### config.mk
export PLATFORM = sky130hd
export DESIGN_NAME = fifo_wptr_full
export DESIGN_NICKNAME = d
export VERILOG_FILES = /design/src/rtl/fifo_wptr_full.sv
export SDC_FILE = /design/constraint.sdc
export NUM_CORES = 1
export LEC_CHECK = 0
export CAP_MARGIN = 30
export CORE_MARGIN = 2
export CORE_UTILIZATION = 46
export CTS_CLUSTER_DIAMETER = 60
export DETAILED_ROUTE_END_ITERATION = 6
export PLACE_DENSITY_LB_ADDON = 0.2
export REMOVE_ABC_BUFFERS = 1
export SYNTH_ARGS = -nofsm -noshare
export SYNTH_HDL_FRONTEND = slang
export SYNTH_SLANG_ARGS = --single-unit
### constraint.sdc
create_clock -name clk -period 2.6 [get_ports clk]
set_clock_uncertainty 0.1 [all_clocks]
set_input_delay 0.26 -clock clk [delete_from_list [all_inputs] [get_ports clk]]
set_output_delay 0.26 -clock clk [all_outputs]
set_load 0.01 [all_outputs]
### src/rtl/fifo_wptr_full.sv
// Write-domain side of an asynchronous FIFO: binary/Gray write pointers, RAM write
// port, and registered full, almost-full, level and sticky overflow flags.
module fifo_wptr_full #(
  parameter int ADDR_SIZE          = 4,
  parameter int ALMOST_FULL_THRESH = 12
) (
  input  logic                 clk,
  input  logic                 rst_n,
  input  logic                 winc,
  input  logic [ADDR_SIZE:0]   wq2_rptr,
  output logic                 wen,
  output logic [ADDR_SIZE-1:0] waddr,
  output logic [ADDR_SIZE:0]   wptr,
  output logic                 wfull,
  output logic                 walmost_full,
  output logic [ADDR_SIZE:0]   wlevel,
  output logic                 wovf
);

  localparam int A = ADDR_SIZE;
  localparam logic [A:0] THRESH = (A+1)'(ALMOST_FULL_THRESH);

  logic [A:0] wbin_q, wbin_d;
  logic [A:0] wptr_q, wptr_d;
  logic [A:0] wlevel_q, wlevel_d;
  logic [A:0] rbin_s;
  logic       wfull_q, wfull_d;
  logic       walmost_full_q, walmost_full_d;
  logic       wovf_q, wovf_d;

  // Registered full gates the write, so a changing wq2_rptr cannot reach wen.
  assign wen   = winc & ~wfull_q;
  assign waddr = wbin_q[A-1:0];

  always_comb begin
    // NOTE: every always_comb output gets a default first so no path can infer a latch.
    rbin_s = '0;
    for (int i = 0; i <= A; i++) begin
      rbin_s[i] = ^(wq2_rptr >> i);
    end

    wbin_d         = wbin_q + {{A{1'b0}}, wen};
    wptr_d         = (wbin_d >> 1) ^ wbin_d;
    // Full when the next Gray pointer is one lap ahead: two MSBs inverted, rest equal.
    wfull_d        = (wptr_d == {~wq2_rptr[A:A-1], wq2_rptr[A-2:0]});
    wlevel_d       = wbin_d - rbin_s;
    walmost_full_d = (wlevel_d >= THRESH);
    wovf_d         = wovf_q | (winc & wfull_q);
  end

  // NOTE: sequential state uses non-blocking assignments so every register samples pre-edge values.
  always_ff @(posedge clk or negedge rst_n) begin
    if (!rst_n) begin
      wbin_q         <= '0;
      wptr_q         <= '0;
      wfull_q        <= 1'b0;
      walmost_full_q <= 1'b0;
      wlevel_q       <= '0;
      wovf_q         <= 1'b0;
    end else begin
      wbin_q         <= wbin_d;
      wptr_q         <= wptr_d;
      wfull_q        <= wfull_d;
      walmost_full_q <= walmost_full_d;
      wlevel_q       <= wlevel_d;
      wovf_q         <= wovf_d;
    end
  end

  assign wptr         = wptr_q;
  assign wfull        = wfull_q;
  assign walmost_full = walmost_full_q;
  assign wlevel       = wlevel_q;
  assign wovf         = wovf_q;

endmodule

==> summary by stage, run 1 <==
Pwr
Dividing total power by cell area gives a power density of 1490 nW/um2. For this design the total switching power over the nets is between 700 and 800 uW. Combinational logic burns 70.3% of the power.

The fraction of power consumed by sequential logic is between 20% and 30%. IR analysis of the VDD net gives a maximum drop of approximately 0.00084 V. The power share of the clock group is 6.4%. The internal cell power is 1320 uW. Summed over all cells, the static leakage comes to 0.000647 uW. The fraction of power spent switching nets is about 38%.

Finish
The final layout contains 139 nets. Compared with the post-synthesis result, the final layout area differs by 55.8%. The filler cell count is about 150. In the final layout, the share of cells above drive strength 1 is 27.4%. After the flow finishes, the layout carries non-filler instances totaling between 150 and 200.

The number of antenna diodes is 0.

Detailed routing
The length of the first detailed-routing pass in iterations is 3. For this block, the routed nets add up to approximately 1900 um of wire. Dividing the detail-routed wire length by the instance count gives 12.5 um. In the routed layout, each cell is associated on average with a via count of 4.89. The number of nets still failing antenna checks after routing is 0. The number of design rule violations left after detail routing is 0. The number of vias after detailed routing is around 740. After the first detailed-routing iteration, the DRC count stood at 2.

Global route
For this run, the total global-route usage over all layers was measured as between 10% and 20%. The number of antenna violations at the first check in global routing is 0. After global routing the overflow that remains totals 0. The first global-routing pass estimated approximately 3100 um of wire.

The via count of the first global-routing pass is approximately 740. Entering global routing, the biggest net connects 18 pins.

Clock network
The number of clock buffers added by TritonCTS is 3. The clock tree buffer depth is 2. The TritonCTS clock tree is yes.

Clock-pin slew was measured on the worst setup and hold paths at roughly 0.09 ns. CTS saw 17 sinks. The cell sitting at the root of the clock tree is a clkbuf_4. The later pin in the worst-skew pair is clocked with a latency of 0.28 ns. The number of H-tree levels is 1.

Placement
The estimated wirelength of the detail-placed design is 1460 um. The count of buffers from port buffering is 25. The pre-CTS worst setup slack is -0.310 ns. Counting tap cells, the placed design contains a total of 146 instances. The final weighted congestion in routability-driven placement is 0.769.

Timing
In the finished design, the share of the clock period the worst path needs comes to 95.7%. Setup repair after global routing left no endpoint under its margin. The final-report hold violation count is 0. The slack of the critical path is approximately 0.11 ns. For the pin with the worst max-slew slack, the measured transition is ~0.74 ns.

The number of pins with negative max-slew slack in the final report was 0. Setup violations remaining at the end of the flow were counted as 0. For the finished layout, the period the worst path requires is approximately 2.5 ns. The hold slack is 0.305 ns. The highest clock frequency the design can meet is around 400 MHz. Measured against its own limit, the worst slew margin works out to 50.7%.

Worst setup path
The stage delay of the slowest cell on the critical path is 0.50 ns. The worst setup path is of the input pin to flop kind. For the worst setup path, the data arrival time is between 2 and 3 ns. Tracing the worst setup path back leads to its startpoint at wq2_rptr[1].

The worst setup path is launched from an input pin. The number of cells on the worst reg-to-reg path is 9. The critical path endpoint category is a flop. Following the worst setup path forward leads to its endpoint at walmost_full$_DFF_PN0_.

The critical-path cell with the highest stage delay is clkdlybuf4s50_1. For the worst setup path, the data required time is approximately 2.7 ns. The critical path goes through clkdlybuf4s50_1, xnor2_4, xnor2_2, xnor2_1, ha_2, inv_1, maj3_2, or4b_1, o311ai_1, a21o_1. The register-to-register path setup slack is ~0.22 ns. The endpoint identified for the worst register-to-register timing path is walmost_full$_DFF_PN0_. The worst register-to-register path begins at wfull$_DFF_PN0_. In this run the worst path has a maximum fanout of 3.

Min path
The tightest min-delay check is of the input pin to async pin type.

Logic synthesis
The cell area that synthesis handed to floorplanning was roughly 910 um2. The post-synthesis xor/xnor area fraction is between 20% and 30%. The main combinational cell family by area after synthesis is XOR/XNOR gates. The mean area per synthesized cell is 12.2 um2. In this run, synthesis produced a sequential element count of 17. The synthesis warning total is 0. The arithmetic-cell share of the synthesized area counting full adders, half adders and majority gates is around a tenth. The register area share after synthesis is 46.6%. The count of distinct cell types in the synthesized netlist is 25.

The simple-gate share of the synthesized area is 5.62%. The compound-cell area share of the yosys netlist is roughly 9.2%. The cell count after synthesis came out at 75. In the synthesized netlist, mux cells make up 0% of the area.

Floorplan
Measured along the y axis, the die boundary spans ~49 um. The floorplan has 16 rows. The die outline width is between 40 and 50 um.

For this design the top-level I/O count stands at 26. The die covers ~2400 um2. The initial core utilization is about 47%.

The floorplan step defined a core boundary enclosing 1920 um2.

Status
The flow ran to the end, and the final reports show no timing, DRC or antenna violations.

Flow run
The max-capacitance violation count is 0.
[critical path, delay by kind of cell]
| family | cells | cell delay (ns) |
|---|---|---|
| AOI/OAI and AO/OA | 2 | 0.25 |
| xor gates and xnor gates | 3 | 0.54 |
| adders and majority gates | 2 | 0.53 |
| buffers and inverters | 2 | 0.56 |
| and+or+nand+nor | 1 | 0.47 |
[cell families after synthesis]
group / count (synthesis)
adder cells (fa/ha/maj): 7
flip-flops: 17
AND/OR/NAND/NOR: 8
AO/OA/AOI/OAI: 12
XOR/XNOR: 23
buffers and inverters: 8
[cells in the final DEF (no fill, tap or decap), drive strengths merged, types with 2 or more instances in the layout]
cell and count:
a21oi 3, buf 21, xnor2 16, xor2 7, dlymetal6s2s 3, clkbuf 3, clkdlybuf4s50 22, a21o 2
ha 6, o311ai 2, dfrtp 17, nand3 3, inv 7
[layer usage]
layer  up-vias  GRT usage (%)  routed length, um
met1       353           20.8                793
met2        22           30.1                987
met4         0           10.0                 37
met3         4           2.47                 72
li1        360              -                  -
met5         -              0                  0
[power by group through the flow]
stage / clock network, uW / registers [uW] / logic (uW)
3_3_place_gp: 0 / 484 / 1390
3_5_place_dp: 0 / 487 / 1420
5_1_grt: 160 / 513 / 1620
2_1_floorplan: 0 / 553 / 690
4_1_cts: 143 / 481 / 1430
6_report: 136 / 490 / 1480
[synthesized netlist by cell type]
cell,instances,share of area [%]
nand3_1,3,1.6
inv_2,1,0.41
a211oi_1,1,0.82
xnor2_1,13,12
or4b_1,1,1.1
xnor2_2,2,3.6
nor4bb_1,1,1.1
xor2_1,7,6.7
ha_1,6,8.2
a21o_1,2,1.6
a2111oi_0,1,0.96
maj3_2,1,1.2
o311ai_1,1,0.96
o311ai_0,1,0.96
o21ai_0,1,0.55
nor2_1,1,0.41
nor2b_1,1,0.69
o21bai_1,1,0.82
clkbuf_1,1,0.41
inv_1,6,2.5
or3_1,1,0.69
a21oi_1,3,1.6
o211ai_1,1,0.82
dfrtp_1,17,47
xnor2_4,1,3.0
[area by class of cell]
type / instances / area [um2] / area share [%]
multi-input combinational: 50 / 493 / 34.7
sequential: 17 / 425 / 29.9
timing repair buffer: 46 / 415 / 29.2
tap: 27 / 33.8 / 2.38
inverter: 7 / 26.3 / 1.85
clock buffer: 3 / 22.5 / 1.58
clock inverter: 1 / 5.00 / 0.352
[state kept, by name (all words and copies together) (netlist names)]
signal	cells
walmost_full	1
wbin_q	5
wfull	1
wlevel	5
wovf	1
wptr	4
[how the worst min path moves through the flow]
stage              startpoint                     end  slack (ns)  cells past startpoint
6_report                rst_n     wlevel[3]$_DFF_PN0_        0.31                      1
5_1_grt                 rst_n     wbin_q[2]$_DFF_PN0_        0.35                      1
4_1_cts                 rst_n     wbin_q[2]$_DFF_PN0_        0.32                      1
3_5_place_dp   wovf$_DFF_PN0_          wovf$_DFF_PN0_        0.35                      1
3_3_place_gp   wovf$_DFF_PN0_          wovf$_DFF_PN0_        0.35                      1
2_1_floorplan           rst_n  walmost_full$_DFF_PN0_       -0.14                      0
[stage by stage]
stage	cell area [um2]	util [%]	setup TNS (ns)	total power (uW)
2_1_floorplan	908	-	0	1240
3_3_place_gp	1340	69.9	-0.459	1870
3_5_place_dp	1340	69.9	-0.570	1910
4_1_cts	1380	71.8	0	2060
5_1_grt	1420	74.0	0	2290
6_report	1420	74.0	0	2110
[repair_timing]
| action | CTS | global route |
|---|---|---|
| endpoints found under the setup margin | 1 | 1 |
| hold buffers | 0 | 0 |
| gates resized for setup | 2 | 8 |
| pin swaps | 1 | 4 |
| buffers inserted | 0 | 1 |
No activity file was read; power rests on OpenSTA's default activity.
==> run 2, diff against run 1 <==
--- a/config.mk
+++ b/config.mk
@@ -7,9 +7,11 @@
 export LEC_CHECK = 0
 export CAP_MARGIN = 30
 export CORE_MARGIN = 2
-export CORE_UTILIZATION = 46
+export CORE_UTILIZATION = 48
+export CTS_BUF_LIST = sky130_fd_sc_hd__clkbuf_8
 export CTS_CLUSTER_DIAMETER = 60
 export DETAILED_ROUTE_END_ITERATION = 6
+export HOLD_SLACK_MARGIN = 0.12
 export PLACE_DENSITY_LB_ADDON = 0.2
 export REMOVE_ABC_BUFFERS = 1
 export SYNTH_ARGS = -nofsm -noshare
==> summary by stage, run 2 (synthesized netlist as in run 1, its figures left out) <==
Status
The run finished with clean final reports.

Worst setup path
The worst setup path is launched from an input pin. The worst setup path is captured at a flop. The biggest fanout along the worst timing path came to 4 (+1). The data arrival time at the worst-slack endpoint is 2.59 ns (-0.03 ns). The data required time of the worst path is 2.69 ns (-0.04 ns). The worst setup path category is input pin to flop.

Detailed routing
The number of nets still failing antenna checks after routing was 0 (unchanged). The DRC marker count from the first detailed-route iteration came to 33 (+31). The length of the first detailed-routing pass in iterations was 4 (+1).

The number of design rule violations left after detail routing is 0 (unchanged). The per-cell routed wire length is 14.7 um (+17%). The wire length after detailed routing came to 2210 um (+17%). The number of vias after detailed routing is 755 (+2.2%). The number of vias per cell was 5.00 (+2.2%).

Global route
The global-route layer with the greatest usage is met2. The met2 track utilization from global routing is 41.4% (+11 points). The total global routing overflow was 0 (unchanged). The met1 track utilization from global routing is 26.1% (+5.3 points). The via count of the first global-routing pass is 770 (+4.2%).

The met3 capacity usage during global routing is 2.26% (-0.20 points). The maximum number of pins on one net before global-route repair is 18 (unchanged). The number of antenna violations at the first check in global routing was 0 (unchanged). The wire length of the first global-routing pass came to 3360 um (+7.8%). The total global-route track usage is 22.6% (+5.2 points).

Placement
The estimated wirelength of the detail-placed design is 1550 um (+6.1%). The final weighted congestion in routability-driven placement is 0.776 (+0.85%). The count of buffers from port buffering was 25 (unchanged).

Finish
Relative to the synthesized area, the layout overhead comes to 59.8%. The top cell types in the final layout, fill and taps aside, are buf_4 (23), clkdlybuf4s50_1 (21), dfrtp_1 (17), xnor2_1 (13). The filler cell count is 115 (-25%).

The share of layout cells above drive strength 1 was 30.2% (+2.7 points). The layout net count was 141 (+1.4%). The storage element area is 425 um2 (unchanged). The number of antenna diodes is 0 (unchanged). The final standard cell utilization of the core is 82.6% (+8.7 points).

The total area of multi-input combinational cells came to 504 um2 (+2.3%). The library cell used most frequently in the layout, excluding fill and tap cells, is buf_4.

Pwr
The total power per unit cell area is 1560 nW/um2 (+4.8%). The maximum vdd drop is 0.000953 V (+14%). The leakage power is 0.000660 uW (+1.9%).

Timing
The final-report hold violation count is 0 (unchanged). The final cycle utilization of the critical path is 96.1% (+0.42 points). The final count of negative-setup-slack endpoints is 0 (unchanged). The minimum clock period after layout is 2.50 ns (+0.0108 ns). The highest clock frequency the design can meet is 400 MHz (-0.43%). The hold slack came to 0.344 ns (+0.0386 ns). The transition time at the pin with the least slew margin is 0.737 ns (-0.000637 ns).

The headroom to the max-slew limit is 50.7% (about the same). Setup repair after global routing left no endpoint under its margin. The number of pins with negative max-slew slack in the final report was 0 (unchanged).

Floorplan
The die outline width is 47.6 um (-1.9%). The floorplan die height was 47.6 um (-1.9%). The overall die area is 2260 um2 (-3.8%). The area inside the core boundary is 1760 um2 (-8.2%). The initial core utilization is 51.7% (+4.2 points). The number of primary I/O pins is 26 (unchanged). The number of rows in the core area came to 15 (-1).

Clock network
The clock tree buffer depth came to 2 (unchanged). The clock latency on the worst-skew pair is 0.25 ns (-0.03 ns). TritonCTS built the clock tree.

The number of buffers added by the clock tree synthesis step was 3 (unchanged). The hold buffer count at cts is 0 (unchanged). CTS placed an instance of clkbuf_8 at the clock tree root. The clock net sink count is 17 (unchanged).

The clock transition time at the flip-flop clock pins of the worst setup and hold paths was 0.07 ns (-0.02 ns). The number of H-tree levels is 1 (unchanged).

Flow run
The max-capacitance violation count was 0 (unchanged).

Min path
The path type of the worst min-delay path is input pin to async pin.
-- run 2: changes by cell type in the layout (fill, tap and decap cells not counted), moves of 2 or more --
cell	change
buf_4	+2
clkbuf_4	-3
clkbuf_8	+3
dlygate4sd2_1	+2
o311ai_1	-2
-- run 2: final cells by class --
| class | instances | share of cell area [%] |
|---|---|---|
| tap | 25 | 2.15 |
| timing repair buffer | 48 | 29.2 |
| sequential | 17 | 29.2 |
| clock inverter | 1 | 0.258 |
| inverter | 7 | 1.80 |
| clock buffer | 3 | 2.83 |
| multi-input combinational | 50 | 34.6 |
-- run 2: where the power goes --
group | leakage [uW] | internal, uW | switching (uW)
logic | 0.000433 | 882 | 693
clock network | 0.0000269 | 105 | 88.6
registers | 0.000200 | 416 | 84.2
-- run 2: final timing paths --
check,from,to,slack (ns),depth (start not counted)
max,winc,walmost_full$_DFF_PN0_,0.10,10
min reg2reg,wovf$_DFF_PN0_,wovf$_DFF_PN0_,0.36,1
max reg2reg,wfull$_DFF_PN0_,walmost_full$_DFF_PN0_,0.23,9
min,rst_n,wbin_q[4]$_DFF_PN0_,0.34,1
min in group clk,wovf$_DFF_PN0_,wovf$_DFF_PN0_,0.36,1
max in group asynchronous,rst_n,wbin_q[0]$_DFF_PN0_,1.59,1
-- run 2: critical path: stages --
cell	delay [ns]
clkdlybuf4s50_1	0.42
nor2b_2	0.16
ha_1	0.22
ha_4	0.19
xnor2_4	0.18
inv_1	0.10
ha_2	0.34
or4b_4	0.46
o311ai_2	0.10
a21o_1	0.15
-- run 2: stage by stage --
stage	worst slack, ns	TNS [ns]	total power (uW)	instance area [um2]	std cells
after global placement	-0.288	-0.528	1870	1340	144
after global routing	0.0167	0	2430	1460	151
after detailed placement	-0.323	-0.644	1910	1340	144
after CTS	0.0143	0	2190	1420	151
final	0.102	0	2270	1460	151
after floorplan	0.0682	0	1240	908	74
-- run 2: what timing repair did --
item,CTS,global route
setup endpoints to repair,1,1
resized for setup,5,8
buffers inserted,3,0
pin swaps,5,1
-- run 2: metal layers --
metal  part of all wire [%]  up-vias
met5                      0        -
met4                    2.9        0
met3                    4.9        9
met2                     55       28
met1                     37      361
li1                       -      357
==> run 3, diff against run 2 <==
==> constraint.sdc (replaced) <==
create_clock -name clk -period 2.5 [get_ports clk]
set_clock_uncertainty 0.1 [all_clocks]
set_input_delay 0.25 -clock clk [delete_from_list [all_inputs] [get_ports clk]]
set_output_delay 0.25 -clock clk [all_outputs]
set_load 0.01 [all_outputs]
==> summary by stage, run 3 (synthesized netlist as in run 1, its figures left out) <==
Clock network
The clock latency on the worst-skew pair was 0.25 ns (about the same). The clock tree root driver cell is clkbuf_8. TritonCTS built the clock tree. The number of buffers added by the clock tree synthesis step is 3 (unchanged). The number of H-tree levels is 1 (unchanged). The clock tree buffer depth is 2 (unchanged). The clock net sink count is 17 (unchanged). The clock transition time at the flip-flop clock pins of the worst setup and hold paths came to 0.07 ns (about the same).

Timing
The hold slack is 0.342 ns (-0.00190 ns). The headroom to the max-slew limit was 49.1% (-1.6 points). Derived from the worst setup path, the maximum achievable clock frequency is 406 MHz. The minimum clock period after layout is 2.47 ns. The transition time at the pin with the least slew margin came to 0.761 ns (+0.0246 ns).

Setup repair after global routing left no endpoint under its margin. The number of pins with negative max-slew slack in the final report is 0 (unchanged). The final count of negative-setup-slack endpoints is 0 (unchanged). The final-report hold violation count is 0 (unchanged). The final cycle utilization of the critical path is 98.6%. The slack of the critical path is 0.0349 ns (-0.0667 ns).

Pwr
The combinational group share of total power came to 71.5% (+2.1 points). The fraction of power consumed by sequential logic came to 20.5% (-1.5 points). The final total power is 2550 uW (+12%). The power share of the clock group came to 8.0% (-0.5 points). The fraction of power spent switching nets is 39.2% (+1.0 points). The internal cell power was 1550 uW (+11%). The leakage power is 0.000666 uW (+0.98%).

The total power per unit cell area was 1680 nW/um2 (+7.8%). The switching power is 1000 uW (+15%). The maximum vdd drop was 0.000921 V (-3.4%).

Min path
The min-delay analysis places its worst path in the category input pin to async pin.

Finish
The top cell types in the final layout, fill and taps aside, are buf_4 (25), clkdlybuf4s50_1 (21), dfrtp_1 (17), xnor2_1 (12), inv_1 (7). Relative to the synthesized area, the layout overhead comes to 66.7%. The layout net count is 143 (+1.4%). The commonest non-fill, non-tap cell in the layout is buf_4. The share of layout cells above drive strength 1 is 34.4% (+4.2 points).

The filler cell count was 102 (-11%). The finished layout cell area is 1520 um2 (+4.3%). The number of antenna diodes is 0 (unchanged).

Global route
The wire length of the first global-routing pass was 3260 um (-3.1%). The maximum number of pins on one net before global-route repair is 18 (unchanged). The via count of the first global-routing pass came to 731 (-5.1%).

The number of antenna violations at the first check in global routing is 0 (unchanged). The total global routing overflow is 0 (unchanged). The total global-route track usage is 21.3% (-1.3 points).

Worst setup path
The startpoint class of the critical path is an input pin. The data required time of the worst path is 2.49 ns (-0.20 ns). The endpoint of the lowest-slack register-to-register path is wfull$_DFF_PN0_. The number of cells traversed by the worst register-to-register path is 8 (-1). The critical path endpoint category is a flop. The register-to-register path setup slack is 0.13 ns (-0.10 ns). The data arrival time at the worst-slack endpoint is 2.46 ns (-0.13 ns).

The startpoint identified for the worst register-to-register timing path is wfull$_DFF_PN0_. The biggest fanout along the worst timing path is 3 (-1). The worst setup path is of the input pin to flop kind.

Flow run
The max-capacitance violation count was 0 (unchanged).

Detailed routing
The per-cell routed wire length came to 15.9 um (+8.5%). The DRC marker count from the first detailed-route iteration was 24 (-27%). The length of the first detailed-routing pass in iterations is 4 (unchanged). The number of vias after detailed routing is 784 (+3.8%). The number of nets still failing antenna checks after routing is 0 (unchanged).

The wire length after detailed routing was 2430 um (+9.9%). The number of vias per cell is 5.12 (+2.5%). The number of design rule violations left after detail routing was 0 (unchanged).

Floorplan
The overall die area is 2260 um2 (unchanged). The area inside the core boundary is 1760 um2 (unchanged). The die outline width is 47.6 um (unchanged).

The number of rows in the core area is 15 (unchanged). The floorplan die height came to 47.6 um (unchanged). The initial core utilization is 51.7% (unchanged).

The number of primary I/O pins came to 26 (unchanged).

Status
The run finished with clean final reports.

Placement
The final weighted congestion in routability-driven placement was 0.783 (+0.92%). The count of buffers from port buffering was 25 (unchanged). The cell area after placement is 1350 um2 (+0.56%). The pre-CTS worst setup slack was -0.461 ns (-0.139 ns). The estimated wirelength of the detail-placed design is 1480 um (-4.2%).
## run 3: worst max-delay path by stage
stage	startpoint	end	slack [ns]	depth (start not counted)
floorplan	wfull$_DFF_PN0_	walmost_full$_DFF_PN0_	-0.03	9
global placement	wq2_rptr[3]	walmost_full$_DFF_PN0_	-0.38	11
detailed placement	wq2_rptr[3]	walmost_full$_DFF_PN0_	-0.46	11
CTS	winc	walmost_full$_DFF_PN0_	0.004	10
global route	winc	walmost_full$_DFF_PN0_	0.003	10
finish	winc	wfull$_DFF_PN0_	0.03	9
## run 3: critical path: stages
cell             delay, ns
clkdlybuf4s50_1       0.43
nor2b_4               0.15
ha_4                  0.17
ha_4                  0.17
xnor2_4               0.15
buf_4                 0.15
xnor2_1               0.13
or3_1                 0.34
a2111oi_0             0.52
## run 3: what timing repair did
| action | in CTS | in global routing |
|---|---|---|
| buffers inserted | 2 | 2 |
| hold buffers | 0 | 0 |
| resized for setup | 11 | 10 |
| pin swaps | 6 | 2 |
| setup endpoints to repair | 3 | 2 |
## run 3: power by group through the flow
stage	logic, uW	clock network (uW)	registers [uW]
3_3_place_gp	1460	0	502
5_1_grt	1940	208	539
4_1_cts	1600	198	514
2_1_floorplan	718	0	576
3_5_place_dp	1500	0	508
6_report	1820	204	523
## run 3: layout make-up
class,count,area [um2],area share (%)
Inverter,7,26.3,1.73
Multi-Input combinational cell,50,559,36.8
Clock inverter,1,3.75,0.247
Timing Repair Buffer,50,433,28.5
Tap cell,25,31.3,2.06
Clock buffer,3,41.3,2.72
Sequential cell,17,425,28.0
## run 3: metal layers
metal / GRT usage (%) / vias to the layer above / share of wire [%]
li1: - / 360 / -
met1: 26.5 / 374 / 41
met2: 37.0 / 42 / 51
met3: 4.15 / 8 / 5.5
met4: 7.57 / 0 / 2.4
met5: 0 / - / 0
## run 3: stage by stage
| stage | utilization (%) | instances | TNS, ns |
|---|---|---|---|
| after global placement | 76.4 | 145 | -0.885 |
| final | 86.2 | 153 | 0 |
| after CTS | 81.8 | 151 | 0 |
| after global routing | 86.2 | 153 | 0 |
| after detailed placement | 76.4 | 145 | -1.20 |
| after floorplan | - | 74 | -0.0318 |
